File: src/rtl/fifo_burst_reader_pkg.sv
// Shared types for the FIFO burst reader: FSM state encoding and skid depth.
package fifo_pkg;

  typedef enum logic [1:0] {
    IDLE  = 2'd0,
    READ  = 2'd1,
    DRAIN = 2'd2
  } rd_state_e;

  localparam int SKID_DEPTH = 2;

endpackage

File: src/rtl/fifo_burst_reader_if.sv
// Output stream of the burst reader: valid/ready with a per-burst last marker.
interface fifo_burst_reader_if #(
  parameter int DATA_WIDTH = 8
);
  logic [DATA_WIDTH-1:0] m_data;
  logic                  m_valid;
  logic                  m_ready;
  logic                  m_last;

  modport master (output m_data, output m_valid, output m_last, input m_ready);
  modport slave  (input m_data, input m_valid, input m_last, output m_ready);
endinterface

File: src/rtl/fifo_burst_reader_skid.sv
// Two-entry in-order buffer between the FIFO read port and the output stream.
module fifo_skid_buf
  import fifo_pkg::*;
#(
  parameter int W = 9
) (
  input  logic         clk,
  input  logic         rst,
  input  logic         push,
  input  logic [W-1:0] push_data,
  input  logic         pop_ready,
  output logic         head_valid,
  output logic [W-1:0] head_data,
  output logic [1:0]   occ
);

  logic [W-1:0] tail_q;
  logic [1:0]   cnt_q;
  logic         pop;

  assign pop        = (cnt_q != 2'd0) && pop_ready;
  assign head_valid = (cnt_q != 2'd0);
  assign occ        = cnt_q;

  // Head is the registered output; the tail only holds the second entry.
  always_ff @(posedge clk or posedge rst) begin
    if (rst) begin
      head_data <= '0;
      tail_q    <= '0;
      cnt_q     <= 2'd0;
    end else begin
      case ({push, pop})
        2'b10: begin
          if (cnt_q == 2'd0) head_data <= push_data;
          else               tail_q    <= push_data;
          cnt_q <= cnt_q + 2'd1;
        end
        2'b01: begin
          head_data <= tail_q;
          cnt_q     <= cnt_q - 2'd1;
        end
        2'b11: begin
          if (cnt_q == 2'd1) head_data <= push_data;
          else begin
            head_data <= tail_q;
            tail_q    <= push_data;
          end
        end
        default: ;
      endcase
    end
  end

  no_overflow: assert property (@(posedge clk) disable iff (rst)
    !(push && !pop && cnt_q == 2'(SKID_DEPTH)));

endmodule

File: src/rtl/fifo_burst_reader.sv
// Read-side master for sync_fifo: pulls bursts through the registered read port
// and presents them on a valid/ready stream with m_last on each burst's final word.
module fifo_burst_reader
  import fifo_pkg::*;
#(
  parameter int DATA_WIDTH = 8,
  parameter int ADDR_WIDTH = 4,
  parameter int BURST_LEN  = 4
) (
  input  logic                  clk,
  input  logic                  rst,
  output logic                  fifo_rd_en,
  input  logic [DATA_WIDTH-1:0] fifo_rd_data,
  input  logic                  fifo_valid_rd,
  input  logic                  fifo_empty,
  input  logic [ADDR_WIDTH:0]   fifo_count,
  input  logic                  flush,
  fifo_burst_reader_if.master   m,
  output logic                  busy
);

  localparam logic [ADDR_WIDTH:0] BLEN = (ADDR_WIDTH+1)'(BURST_LEN);
  localparam logic [ADDR_WIDTH:0] ONE  = (ADDR_WIDTH+1)'(1);

  rd_state_e             state_q, state_d;
  logic [ADDR_WIDTH:0]   burst_len_q, issued_q, returned_q, load_len;
  logic                  in_flight_q, load, xfer, push_last;
  logic [1:0]            occ, pending;
  logic                  head_valid;
  logic [DATA_WIDTH:0]   head_data;

  fifo_skid_buf #(.W(DATA_WIDTH + 1)) u_skid (
    .clk       (clk),
    .rst       (rst),
    .push      (fifo_valid_rd),
    .push_data ({push_last, fifo_rd_data}),
    .pop_ready (m.m_ready),
    .head_valid(head_valid),
    .head_data (head_data),
    .occ       (occ)
  );

  assign m.m_valid = head_valid;
  assign {m.m_last, m.m_data} = head_data;
  assign xfer      = head_valid & m.m_ready;
  assign busy      = (state_q != IDLE);
  assign push_last = (returned_q + ONE == burst_len_q);

  // Credit ignores a pop happening this cycle so the skid can never overflow.
  assign pending    = occ + {1'b0, in_flight_q};
  assign fifo_rd_en = (state_q == READ) && (issued_q < burst_len_q) &&
                      !fifo_empty && (pending < 2'd2);

  always_comb begin
    state_d  = state_q;
    load     = 1'b0;
    load_len = '0;
    case (state_q)
      IDLE: begin
        if (fifo_count >= BLEN) begin
          state_d  = READ;
          load     = 1'b1;
          load_len = BLEN;
        end else if (flush && fifo_count != '0) begin
          state_d  = READ;
          load     = 1'b1;
          load_len = fifo_count;
        end
      end
      READ:    if (issued_q == burst_len_q) state_d = DRAIN;
      DRAIN:   if (returned_q == burst_len_q && xfer && m.m_last) state_d = IDLE;
      default: state_d = IDLE;
    endcase
  end

  always_ff @(posedge clk or posedge rst) begin
    if (rst) begin
      state_q     <= IDLE;
      burst_len_q <= '0;
      issued_q    <= '0;
      returned_q  <= '0;
      in_flight_q <= 1'b0;
    end else begin
      state_q     <= state_d;
      in_flight_q <= fifo_rd_en;
      if (load) begin
        burst_len_q <= load_len;
        issued_q    <= '0;
        returned_q  <= '0;
      end else begin
        if (fifo_rd_en)    issued_q   <= issued_q + ONE;
        if (fifo_valid_rd) returned_q <= returned_q + ONE;
      end
    end
  end

endmodule
File: src/flat_wrapper.sv
// flat-port wrapper written by rule: the top's interface ports become plain ports
module fifo_burst_reader_flat import fifo_pkg::*;
#(
  parameter int DATA_WIDTH = 8,
  parameter int ADDR_WIDTH = 4,
  parameter int BURST_LEN  = 4
)
  (clk, rst, fifo_rd_en, fifo_rd_data, fifo_valid_rd, fifo_empty, fifo_count, flush, busy, m_m_data, m_m_valid, m_m_last, m_m_ready);
  fifo_burst_reader_if #(.DATA_WIDTH(DATA_WIDTH)) m_i ();
  input  logic clk;
  input  logic rst;
  output logic fifo_rd_en;
  input  logic [DATA_WIDTH-1:0] fifo_rd_data;
  input  logic fifo_valid_rd;
  input  logic fifo_empty;
  input  logic [ADDR_WIDTH:0] fifo_count;
  input  logic flush;
  output logic busy;
  output wire logic [$bits(m_i.m_data)-1:0] m_m_data;
  output wire logic [$bits(m_i.m_valid)-1:0] m_m_valid;
  output wire logic [$bits(m_i.m_last)-1:0] m_m_last;
  input wire logic [$bits(m_i.m_ready)-1:0] m_m_ready;
  assign m_m_data = m_i.m_data;
  assign m_m_valid = m_i.m_valid;
  assign m_m_last = m_i.m_last;
  assign m_i.m_ready = m_m_ready;
  fifo_burst_reader #(.DATA_WIDTH(DATA_WIDTH), .ADDR_WIDTH(ADDR_WIDTH), .BURST_LEN(BURST_LEN)) u_core (.clk(clk), .rst(rst), .fifo_rd_en(fifo_rd_en), .fifo_rd_data(fifo_rd_data), .fifo_valid_rd(fifo_valid_rd), .fifo_empty(fifo_empty), .fifo_count(fifo_count), .flush(flush), .m(m_i), .busy(busy));
endmodule
File: config.mk
export PLATFORM = sky130hd
export DESIGN_NAME = fifo_burst_reader_flat
export DESIGN_NICKNAME = d
export VERILOG_FILES = /design/src/rtl/fifo_burst_reader_pkg.sv /design/src/rtl/fifo_burst_reader_if.sv /design/src/rtl/fifo_burst_reader_skid.sv /design/src/rtl/fifo_burst_reader.sv /design/src/flat_wrapper.sv
export SDC_FILE = /design/constraint.sdc
export NUM_CORES = 1
export LEC_CHECK = 0
export ABC_AREA = 0
export CAP_MARGIN = 10
export CORE_MARGIN = 2
export CORE_UTILIZATION = 58
export CTS_CLUSTER_DIAMETER = 50
export DETAILED_ROUTE_END_ITERATION = 7
export PLACE_DENSITY = 0.94
export SYNTH_ARGS = -nofsm -noshare
export SYNTH_HDL_FRONTEND = slang
export SYNTH_SLANG_ARGS = --single-unit
export TNS_END_PERCENT = 5
File: constraint.sdc
create_clock -name clk -period 6.2 [get_ports clk]
set_input_delay 0.93 -clock clk [delete_from_list [all_inputs] [get_ports clk]]
set_output_delay 0.93 -clock clk [all_outputs]
set_load 0.02 [all_outputs]
==> metrics.cfg, run 1 <==
[synthesis]
synthAdderAreaFrac_pct = 7.34
netlist_top_cells_area = dfrtp_1, ha_1, mux2_2
synth_most_common_cell = dfrtp_1
synth-seq-cells = 38
synthSimpleGateAreaFrac_pct = 14.5
avgSynthCellArea_um2 = 10.2
synth_cell_types = 39
synth-async-reset-ratio_pct = 100
synth_compound_area_share_pct = 15.0
synth_xor_area_share_pct = 6.67
ys_seq_area_share_pct = 46.5
syn_nets = 231
synth_edf_count = 0
synth_top_family_by_area = compound AO/OA/AOI/OAI gates
synth_ff_type = dfrtp_1
yosysTopAreaCell = dfrtp_1
synthMuxAreaShare_pct = 6.36
synthCells = 200
yosysWarnings = 0
synth_top_area_share_pct = 46.5
syn-cell-area_mm2 = 0.00204
synth_common_cells = dfrtp_1, nand2_1, o21ai_0

[status]
status = finished clean

[critical_path]
r2r_cells = 8
cpMostUsedCell = clkdlybuf4s50_1
path_class = input port to primary output
cp-start-kind = input port
cp_slowest_cell = clkdlybuf4s50_1
crit_fanout = 5
cp_cell_sequence = clkdlybuf4s50_1, nor4b_4, o21ai_2, nor3_1, clkdlybuf4s50_1
cp.required_ps = 5270
max_stage_delay_ps = 650
cp-startpoint = fifo_empty
cp-end-kind = primary output
reg2reg_slack_ps = 3710
cp.arrival_ps = 2630
reg2reg_from = u_core.u_skid.occ[0]

[sta]
tns_ps = 0
tightest_slew_ps = 1120
finalHoldViolations = 0
fin_crit_sh_pct = 57.4
relSlewSlack_pct = 25.3
fin_skew_ps = 16.6
final-setup-viol-count = 0
period_minus_slack_ps = 3560
drv_slew = 0
hold_ws_ps = 498
rsz0062_at_grt = no
max_freq_mhz = 281

[clock_network]
ctsHtreeMaxLevel = 2
postCtsHoldBufs = 0
cts_buffer_depth = 2
post_cts_buffers = 0
cts-root-buf = clkbuf_4
cts_buffers = 5
clkTransAtPathRegs_ps = 110
worstSkewPairLatency_ps = 350
cts_resized = 0
tritoncts = done
clock_sink_count = 38

[placed_design]
dpl_cell_area_mm2 = 0.00239
hpwlAfterDp_um = 3210
gp_congestion = 0.862
dp_cells = 273
port_buffers = 30

[pwr]
irDropWorstVdd_mv = 0.239
p_leak_uw = 0.00109
power_density_mw_per_mm2 = 448
power.total_uw = 1100

[final_layout]
drive_above_1_share_pct = 9.36
fin_nets = 265
fill_cells = 259
syn_to_final_growth_pct = 20.0
diodes = 0
regArea_um2 = 951
multiInputGateArea_mm2 = 0.00102
finish.instance_area_mm2 = 0.00245
instances_no_fill = 281

[floorplanning]
core_mm2 = 0.00336
ioPinCount = 31
initial_core_util_pct = 60.8
die_w_um = 63.4
die_h_um = 63.4
die-area_mm2 = 0.00402
fp-row-count = 21

[detailed_routing]
via_per_inst = 5.75
route.detailed.drc = 0
final_antenna_net_count = 0
wire_per_inst_um = 15.5
drtIter0Drc = 172
drt_pass1_iterations = 4
wirelength_um = 4370
via_count = 1616

[global_route]
grt_max_degree = 39
first_global_vias = 1691
grt_usage_pct = 24.5
grt_overflow_total = 0
antenna_found_initial = 0
grt_pass1_wl_um = 7620

[hold_path]
min_path_cells = 2
hp-start = u_core.u_skid.head_data[0]
hp-class = flop to flop

[run]
max-cap-violations = 0

[cells by family after synthesis]
group                      Yosys count
adders and majority gates           12
AOI/OAI and AO/OA                   48
and+or+nand+nor                     57
DFF                                 38
xor gates and xnor gates            14
muxes                               12
buffers and inverters               19
[metal layers]
metal  wire length (µm)  GRT usage, %  part of all wire (%)
met5                  0             0                     0
met4                 54          10.3                   1.2
met3                205          4.82                   4.7
met2               2330          43.4                    53
met1               1780          28.8                    41
[where the power goes]
group	internal [µW]	total (µW)	switching [µW]
combinational	252	541	289
clock	55.0	135	80.2
sequential	342	424	81.6
total	649	1100	451
[final cells by class]
class,instances,share of cell area [%]
Inverter,15,2.30
Timing Repair Buffer,31,12.6
Multi-Input combinational cell,143,41.6
Tap cell,46,2.35
Clock inverter,1,0.204
Clock buffer,7,2.24
Sequential cell,38,38.8
[metrics by stage]
| step | setup WS [ps] | utilization, % |
|---|---|---|
| floorplan | 3440 | - |
| global placement | 2670 | 71.1 |
| detailed placement | 2630 | 71.1 |
| CTS | 2640 | 72.9 |
| global route | 2530 | 72.9 |
| finish | 2640 | 72.9 |
[sequential cells by signal, indices dropped and copies added (netlist names)]
| register | count |
|---|---|
| u_core.u_skid.head_data | 9 |
| u_core.u_skid.tail_q | 9 |
| u_core.burst_len_q | 5 |
| u_core.issued_q | 5 |
| u_core.returned_q | 5 |
| u_core.state_q | 2 |
| u_core.u_skid.occ | 2 |
| u_core.in_flight_q | 1 |
[cells in the final DEF (no fill, tap or decap), types with 4 or more instances in the layout]
cell | synthesis | final
clkbuf_4 | 0 | 5
nand3_1 | 6 | 6
dfrtp_1 | 38 | 38
a21oi_1 | 8 | 8
inv_1 | 14 | 14
nor2_1 | 8 | 8
o21ai_0 | 16 | 16
nand4_1 | 8 | 8
xnor2_1 | 9 | 9
nand2_1 | 21 | 21
mux2i_1 | 4 | 4
a22oi_1 | 8 | 8
xor2_1 | 4 | 4
clkdlybuf4s50_1 | 0 | 30
ha_1 | 12 | 12
mux2_2 | 8 | 8
[path summary, 6_finish.rpt]
check	end
setup / recovery	fifo_rd_en
hold / removal	u_core.u_skid.head_data[0]
setup reg to reg	u_core.u_skid.head_data[4]
hold reg to reg	u_core.u_skid.head_data[0]
max in group asynchronous	u_core.burst_len_q[0]
min in group asynchronous	u_core.u_skid.head_data[7]
[worst max-delay path: cells and delay by family]
kind | cells | cell delay, ps
AND/OR/NAND/NOR | 2 | 490
buffers and inverters | 2 | 1090
AO/OA/AOI/OAI | 1 | 130
No activity file was read; power rests on OpenSTA's default activity.
==> inputs of run 2 (changes only) <==
--- a/config.mk
+++ b/config.mk
@@ -8,10 +8,10 @@
 export ABC_AREA = 0
 export CAP_MARGIN = 10
 export CORE_MARGIN = 2
-export CORE_UTILIZATION = 58
+export CORE_UTILIZATION = 48
 export CTS_CLUSTER_DIAMETER = 50
 export DETAILED_ROUTE_END_ITERATION = 7
-export PLACE_DENSITY = 0.94
+export PLACE_DENSITY = 0.84
 export SYNTH_ARGS = -nofsm -noshare
 export SYNTH_HDL_FRONTEND = slang
 export SYNTH_SLANG_ARGS = --single-unit
==> constraint.sdc (replaced) <==
create_clock -name clk -period 2.9 [get_ports clk]
set_input_delay 0.435 -clock clk [delete_from_list [all_inputs] [get_ports clk]]
set_output_delay 0.435 -clock clk [all_outputs]
set_load 0.02 [all_outputs]
==> run 2 against run 1 <==
Against the previous run: die area up 19%; register-to-register slack worse by 3000 ps; flip-flop and latch count did not move; final area up 2.0%; clock skew down 11 ps; first-iteration DRC count shrank 74%; final cell count increased by 2.1%; hold slack got worse by 19 ps.
==> metrics.cfg, run 2 (synthesis results as in run 1) <==
[sta]
max_freq_mhz = 419
relSlewSlack_pct = 65.3  ; +40 points
hold_ws_ps = 479  ; -19.0 ps
tightest_slew_ps = 519  ; -602 ps
period_minus_slack_ps = 2390
tns_ps = 0  ; unchanged
fin_crit_sh_pct = 82.3
finalHoldViolations = 0  ; unchanged
final-setup-viol-count = 0  ; unchanged
fin_skew_ps = 5.64  ; -11.0 ps
rsz0062_at_grt = no
drv_slew = 0  ; unchanged

[placed_design]
gp_congestion = 0.783  ; -9.2%
dpl_cell_area_mm2 = 0.00242  ; +1.2%
dp_cells = 280  ; +2.6%
hpwlAfterDp_um = 2880  ; -10%
port_buffers = 30  ; unchanged

[floorplanning]
die_h_um = 69.3  ; +9.3%
core_mm2 = 0.00406  ; +21%
fp-row-count = 23  ; +9.5%
die_w_um = 69.3  ; +9.3%
ioPinCount = 31  ; unchanged
die-area_mm2 = 0.00480  ; +19%
initial_core_util_pct = 50.4  ; -10 points

[final_layout]
fin_nets = 268  ; +1.1%
largestRegisters = u_core.u_skid.head_data x9, u_core.u_skid.tail_q x9
drive_above_1_share_pct = 10.5  ; +1.2 points
mostFrequentLayoutCells = dfrtp_1, clkdlybuf4s50_1, nand2_1, o21ai_0, inv_1
mostFrequentLayoutCell = dfrtp_1
diodes = 0  ; unchanged
finish.instance_area_mm2 = 0.00250  ; +2.0%
instances_no_fill = 287  ; +2.1%
fill_cells = 343  ; +32%
syn_to_final_growth_pct = 22.3

[critical_path]
cp-end-kind = primary output
crit_fanout = 5  ; unchanged
cp.required_ps = 2470  ; -2800 ps
cp-start-kind = flop
path_class = flop to primary output
cp.arrival_ps = 1950  ; -680 ps

[pwr]
power_density_mw_per_mm2 = 951  ; +110%
power.total_uw = 2380  ; +120%
p_leak_uw = 0.00113  ; +3.6%
irDropWorstVdd_mv = 0.483  ; +100%

[detailed_routing]
wire_per_inst_um = 13.4  ; -13%
drtIter0Drc = 44  ; -74%
via_per_inst = 5.36  ; -6.9%
wirelength_um = 3860  ; -12%
route.detailed.drc = 0  ; unchanged
via_count = 1537  ; -4.9%
final_antenna_net_count = 0  ; unchanged
drt_pass1_iterations = 4  ; unchanged

[run]
max-cap-violations = 0  ; unchanged

[clock_network]
ctsHtreeMaxLevel = 2  ; unchanged
tritoncts = done
cts_buffers = 5  ; unchanged
clock_sink_count = 38  ; unchanged
post_cts_buffers = 0  ; unchanged
cts_buffer_depth = 2  ; unchanged
cts-root-buf = clkbuf_8
clkTransAtPathRegs_ps = 70  ; -40 ps
worstSkewPairLatency_ps = 290  ; -60 ps

[global_route]
grt_usage_pct = 18.0  ; -6.5 points
grt_overflow_total = 0  ; unchanged
grt_max_degree = 39  ; unchanged
first_global_vias = 1616  ; -4.4%
grt_pass1_wl_um = 7070  ; -7.3%
antenna_found_initial = 0  ; unchanged

[hold_path]
hp-class = flop to flop

[status]
status = finished clean

run 2: cell types whose count changed in the layout (fill, tap and decap cells not counted):
cell	change
clkbuf_1	-1
clkbuf_4	-5
clkbuf_8	+4
clkdlybuf4s50_1	-1
dlymetal6s2s_1	+1
buf_4	+3
clkinv_2	+1
run 2: report_power, final:
group | total, µW | switching, µW | internal [µW]
clock network | 336 | 175 | 161
registers | 899 | 166 | 733
logic | 1140 | 590 | 555
total | 2380 | 930 | 1450
run 2: worst max-delay path, stage by stage, from the launching register on:
cell and delay, ps:
dfrtp_1 410, ha_1 320, a21o_1 190, and2_1 200, nor3_1 280, dlymetal6s2s_1 270
run 2: final timing paths:
kind,startpoint,to,slack (ps),cells past startpoint
max in group asynchronous,rst,u_core.burst_len_q[0],2000,3
worst min-delay path,u_core.u_skid.head_data[5],u_core.u_skid.head_data[5],480,2
worst max-delay path,u_core.issued_q[3],fifo_rd_en,510,5
worst max register to register,u_core.u_skid.occ[0],u_core.u_skid.tail_q[2],750,7
worst min register to register,u_core.u_skid.head_data[5],u_core.u_skid.head_data[5],480,2
min in group asynchronous,rst,u_core.u_skid.occ[1],560,3
run 2: layout make-up:
| type | instances | area [µm²] | share of cell area [%] |
|---|---|---|---|
| clock buffers | 5 | 68.8 | 2.75 |
| clock inverters | 2 | 10.0 | 0.400 |
| inverters | 15 | 56.3 | 2.25 |
| multi-input cells | 143 | 1020 | 40.8 |
| flip-flops and latches | 38 | 951 | 38.0 |
| well taps | 50 | 62.6 | 2.50 |
| repair buffers | 34 | 333 | 13.3 |
run 2: metrics by stage:
stage                     util, %  worst slack, ps
final                        61.6              514
after global routing         61.6              397
after CTS                    61.6             91.0
after detailed placement     59.6              227
after global placement       59.6              361
after floorplan                 -              863
run 2: what timing repair did:
item                                    in CTS  in global routing
resized for setup                            0                  1
endpoints found under the setup margin       0                  1
hold buffers                                 0                  0
endpoints found under the hold margin        0                  0
run 2: layer usage:
| layer | share of wire, % | routed length, µm | up-vias | track usage [%] |
|---|---|---|---|---|
| met5 | 0 | 0 | - | 0 |
| met4 | 1.5 | 57 | 0 | 5.66 |
| met3 | 3.9 | 150 | 6 | 4.80 |
| met2 | 47 | 1830 | 29 | 30.6 |
| met1 | 47 | 1820 | 719 | 22.5 |
| li1 | - | - | 783 | - |
==> inputs of run 3 (changes only) <==
--- a/config.mk
+++ b/config.mk
@@ -8,10 +8,10 @@
 export ABC_AREA = 0
 export CAP_MARGIN = 10
 export CORE_MARGIN = 2
-export CORE_UTILIZATION = 48
+export CORE_UTILIZATION = 53
 export CTS_CLUSTER_DIAMETER = 50
 export DETAILED_ROUTE_END_ITERATION = 7
-export PLACE_DENSITY = 0.84
+export PLACE_DENSITY = 0.88
 export SYNTH_ARGS = -nofsm -noshare
 export SYNTH_HDL_FRONTEND = slang
 export SYNTH_SLANG_ARGS = --single-unit
==> constraint.sdc (replaced) <==
create_clock -name clk -period 2.2 [get_ports clk]
set_input_delay 0.33 -clock clk [delete_from_list [all_inputs] [get_ports clk]]
set_output_delay 0.33 -clock clk [all_outputs]
set_load 0.02 [all_outputs]
==> run 3 against run 2 <==
Against the previous run: final area grew 4.5%; clock power rose by 50%; flip-flop and latch count unchanged; global-route usage grew 4.3 points; via count rose by 6.9%; clock skew down 2.0 ps; final cell count is 4.2% higher.
==> metrics.cfg, run 3 (synthesis results as in run 1) <==
[status]
status = finished clean

[sta]
max_freq_mhz = 480
hold_ws_ps = 445  ; -34.6 ps
finalHoldViolations = 0  ; unchanged
period_minus_slack_ps = 2080
setup_ws_ps = 117  ; -397 ps
tightest_slew_ps = 510  ; -9.16 ps
relSlewSlack_pct = 66.0  ; +0.71 points
drv_slew = 0  ; unchanged
fin_crit_sh_pct = 94.7
final-setup-viol-count = 0  ; unchanged
fin_skew_ps = 3.62  ; -2.02 ps
rsz0062_at_grt = no

[final_layout]
drive_above_1_share_pct = 17.5  ; +7.0 points
diodes = 0  ; unchanged
instances_no_fill = 299  ; +4.2%
fill_cells = 288  ; -16%
multiInputGateArea_mm2 = 0.00103  ; +0.74%
fin_nets = 281  ; +4.9%
largestRegisters = u_core.u_skid.head_data x9, u_core.u_skid.tail_q x9
syn_to_final_growth_pct = 27.8
final_util_pct = 70.9  ; +9.2 points
regArea_um2 = 952  ; +0.13%
mostFrequentLayoutCell = dfrtp_1
mostFrequentLayoutCells = dfrtp_1, clkdlybuf4s50_1, nand2_1, buf_4, o21ai_0

[global_route]
grt_max_degree = 39  ; unchanged
grt_overflow_total = 0  ; unchanged
grt_pass1_wl_um = 7220  ; +2.3%
first_global_vias = 1650  ; +2.1%
antenna_found_initial = 0  ; unchanged
grt_usage_pct = 22.4  ; +4.3 points

[critical_path]
cp.arrival_ps = 1750  ; -200 ps
crit_fanout = 2  ; -3
path_buf_inv = 2  ; +1
cp_slowest_cell = dfrtp_1
path_class = flop to primary output
cp-end-kind = primary output
path_delay_family = simple AND/OR/NAND/NOR gates
max_stage_delay_ps = 360  ; -50 ps
cp_cell_sequence = inv_1, ha_1, a21o_1, and2_1, nor3_2, buf_2
cp-start-kind = flop
cp.required_ps = 1870  ; -600 ps

[floorplanning]
ioPinCount = 31  ; unchanged
core_mm2 = 0.00369  ; -9.1%
initial_core_util_pct = 55.4  ; +5.0 points
die-area_mm2 = 0.00437  ; -8.9%
die_w_um = 66.1  ; -4.6%
die_h_um = 66.1  ; -4.6%
fp-row-count = 22  ; -4.3%

[hold_path]
hp-class = input port to asynchronous set/reset pin

[pwr]
p_leak_uw = 0.00119  ; +5.2%
irDropWorstVdd_mv = 0.608  ; +26%
power.total_uw = 3340  ; +41%
power_density_mw_per_mm2 = 1280  ; +35%

[clock_network]
tritoncts = done
cts_buffers = 5  ; unchanged
cts_buffer_depth = 2  ; unchanged
post_cts_buffers = 0  ; unchanged
worstSkewPairLatency_ps = 300  ; about the same
clock_sink_count = 38  ; unchanged
cts-root-buf = clkbuf_8
ctsHtreeMaxLevel = 2  ; unchanged
clkTransAtPathRegs_ps = 80  ; about the same

[detailed_routing]
drtIter0Drc = 89  ; +100%
wire_per_inst_um = 14.5  ; +8.1%
wirelength_um = 4350  ; +13%
drt_pass1_iterations = 4  ; unchanged
via_count = 1643  ; +6.9%
route.detailed.drc = 0  ; unchanged
final_antenna_net_count = 0  ; unchanged
via_per_inst = 5.49  ; +2.6%

[run]
max-cap-violations = 0  ; unchanged

[placed_design]
pre_cts_ws_ps = -193  ; -420 ps
hpwlAfterDp_um = 3150  ; +9.3%
port_buffers = 30  ; unchanged
gp_congestion = 0.833  ; +6.4%
dp_cells = 291  ; +3.9%

run 3: per-layer routing:
metal  routed length [µm]  track usage, %
met5                    0               0
met4                   71            8.93
met3                  161            5.28
met2                 2170            38.6
met1                 1950            26.7
run 3: layout make-up:
cell class | instances | area share, %
well taps | 48 | 2.30
multi-input cells | 143 | 39.3
repair buffers | 47 | 16.2
clock inverters | 2 | 0.479
clock buffers | 6 | 3.16
inverters | 15 | 2.15
flip-flops and latches | 38 | 36.4
run 3: power by group:
| group | total [µW] | leakage [µW] | internal (µW) | switching, µW |
|---|---|---|---|---|
| Sequential | 1180 | 0.000482 | 968 | 210 |
| Combinational | 1660 | 0.000660 | 799 | 862 |
| Clock | 505 | 0.0000472 | 252 | 253 |
| Total | 3340 | 0.00119 | 2020 | 1330 |
run 3: worst paths after layout:
kind / cells past startpoint / start / slack, ps / end
max: 6 / u_core.burst_len_q[3] / 120 / fifo_rd_en
min: 3 / rst / 440 / u_core.u_skid.occ[1]
max reg2reg: 8 / u_core.u_skid.occ[0] / 160 / u_core.u_skid.tail_q[3]
min reg2reg: 2 / u_core.u_skid.head_data[1] / 480 / u_core.u_skid.head_data[1]
max in group asynchronous: 3 / rst / 1410 / u_core.u_skid.occ[0]
min in group clk: 2 / u_core.u_skid.head_data[1] / 480 / u_core.u_skid.head_data[1]
run 3: tightest hold or removal path: cells and delay by family:
kind | cells | cell delay (ps)
buffers and inverters | 3 | 860
run 3: through the flow:
stage | instance area [µm²] | TNS (ps)
3_5_place_dp | 2510 | -193
5_1_grt | 2610 | 0
2_1_floorplan | 2040 | 0
3_3_place_gp | 2510 | -98.0
4_1_cts | 2620 | 0
6_report | 2610 | 0
run 3: repair_timing:
| item | CTS | global route |
|---|---|---|
| gates resized for setup | 5 | 4 |
| setup endpoints to repair | 1 | 18 |
| hold buffers | 0 | 0 |
==> edit, RTL diff (flow settings as in run 2) <==
`DATA_WIDTH` is set to 8 in 3 places; all go to 6.
--- a/src/rtl/fifo_burst_reader_if.sv
+++ b/src/rtl/fifo_burst_reader_if.sv
@@ -1,6 +1,6 @@
 // Output stream of the burst reader: valid/ready with a per-burst last marker.
 interface fifo_burst_reader_if #(
-  parameter int DATA_WIDTH = 8
+  parameter int DATA_WIDTH = 6
 );
   logic [DATA_WIDTH-1:0] m_data;
   logic                  m_valid;
--- a/src/rtl/fifo_burst_reader.sv
+++ b/src/rtl/fifo_burst_reader.sv
@@ -3,7 +3,7 @@
 module fifo_burst_reader
   import fifo_pkg::*;
 #(
-  parameter int DATA_WIDTH = 8,
+  parameter int DATA_WIDTH = 6,
   parameter int ADDR_WIDTH = 4,
   parameter int BURST_LEN  = 4
 ) (
--- a/src/flat_wrapper.sv
+++ b/src/flat_wrapper.sv
@@ -1,7 +1,7 @@
 // flat-port wrapper written by rule: the top's interface ports become plain ports
 module fifo_burst_reader_flat import fifo_pkg::*;
 #(
-  parameter int DATA_WIDTH = 8,
+  parameter int DATA_WIDTH = 6,
   parameter int ADDR_WIDTH = 4,
   parameter int BURST_LEN  = 4
 )
Interface: changed (resized fifo_rd_data and m_m_data); port bits go from 31 to 27. The function was not compared with the original's and may differ.
==> edit against run 2 <==
- final cell count fell by 5.6%
- area after synthesis fell by 7.5%
- total power fell by 11%
- cell area fell by 7.1%
- first-iteration DRC count rose by 140%
- via count fell by 4.6%
- sequential cell count fell by 4
- die area fell by 7.0%
- wire length fell by 8.3%
- worst hold slack barely moved
- synthesized cell count fell by 5.0%
- clock skew barely moved
- worst setup slack got worse by 350 ps
- highest routed layer unchanged
==> edit: results (changes against run 2) <==
Status: finished clean
GR Util met2: 31.1% (+0.57 points)
Total GRT Usage: 19.1% (+1.0 points)
Skew final: 5.50 ps (-0.142 ps)
Mapped Cells: 190 (-5.0%)
WHS Endpoint: u_core.u_skid.head_data[4]$_DFFE_PP0P_
Worst VDD drop: 0.000548 V (+13%)
Drt first pass iters: 5 (+1)
Syn Nets: 219 (-5.2%)
Most frequent cells after synthesis: dfrtp_1 (34), nand2_1 (20), inv_1 (16), o21ai_0 (15), ha_1 (12)
Regs by FF count: u_core.u_skid.head_data (7), u_core.u_skid.tail_q (7)
Initial DRC count: 104 (+140%)
Slew HR: 56.0% (-9.2 points)
Synth Area in XOR/XNOR: 6.02% (-0.65 points)
Met3 Usage GRT: 5.07% (+0.27 points)
First-pass GRT wire length: 6330 um (-10%)
Gpl congestion: 0.906 (+16%)
Critical Path AT: 2310 ps (+360 ps)
Via count: 1467 (-4.6%)
Cell variety after synth: 36 (-7.7%)
Total Nets Final: 251 (-6.3%)
Placed Instance Area: 2210 um^2 (-8.5%)
Dpl cells: 263 (-6.1%)
Dpl ws: 310 ps (+82.6 ps)
Synth top area cells: dfrtp_1 (45%), ha_1 (7.9%), nand2_1 (4.0%)
## edit: worst max path at each step
stage                 endpoint  slack (ps)                      startpoint
floorplan           fifo_rd_en         860  u_core.issued_q[3]$_DFFE_PP0P_
global placement    fifo_rd_en         360                      fifo_empty
detailed placement  fifo_rd_en         310                      fifo_empty
CTS                 fifo_rd_en         150  u_core.issued_q[3]$_DFFE_PP0P_
global route        fifo_rd_en          20  u_core.issued_q[3]$_DFFE_PP0P_
finish              fifo_rd_en         160  u_core.issued_q[3]$_DFFE_PP0P_
## edit: worst max-delay path, stage by stage (launching register included)
cell	delay, ps
dfrtp_1	410
ha_1	330
a21o_1	200
and2_1	200
nor3_1	240
clkdlybuf4s50_1	640
## edit: power by group through the flow
stage          Combinational, mW  Sequential, mW  Clock (mW)
2_1_floorplan              0.596           0.809           0
3_3_place_gp               0.885           0.785           0
3_5_place_dp               0.909           0.798           0
4_1_cts                    0.913           0.789       0.433
5_1_grt                     1.01           0.809       0.460
6_report                   0.904           0.789       0.419
## edit: cell families (layout without fill, tap and decap cells)
logic type	Yosys count	in the layout
muxes	11	11
DFF	34	34
buffers and inverters	19	52
xor gates and xnor gates	13	13
AOI/OAI and AO/OA	44	44
and+or+nand+nor	57	57
adders and majority gates	12	12
## edit: metrics by stage
step | power, mW | util (%)
finish | 2.11 | 62.5
global route | 2.28 | 62.5
CTS | 2.13 | 62.5
detailed placement | 1.71 | 59.6
global placement | 1.67 | 59.6
floorplan | 1.40 | -
## edit: layout make-up
cell class,instances,area [um^2]
fill,291,1390
multi-input combinational,137,968
sequential,34,851
timing repair buffer,28,275
clock buffer,5,68.8
inverter,16,60.1
tap,48,60.1
clock inverter,3,40.0
## edit: routing by layer
| layer | vias up | share of wire, % |
|---|---|---|
| met2 | 32 | 48 |
| met3 | 7 | 4.6 |
| met1 | 695 | 46 |
| met5 | - | 0 |
| met4 | 0 | 1.8 |
| li1 | 733 | - |
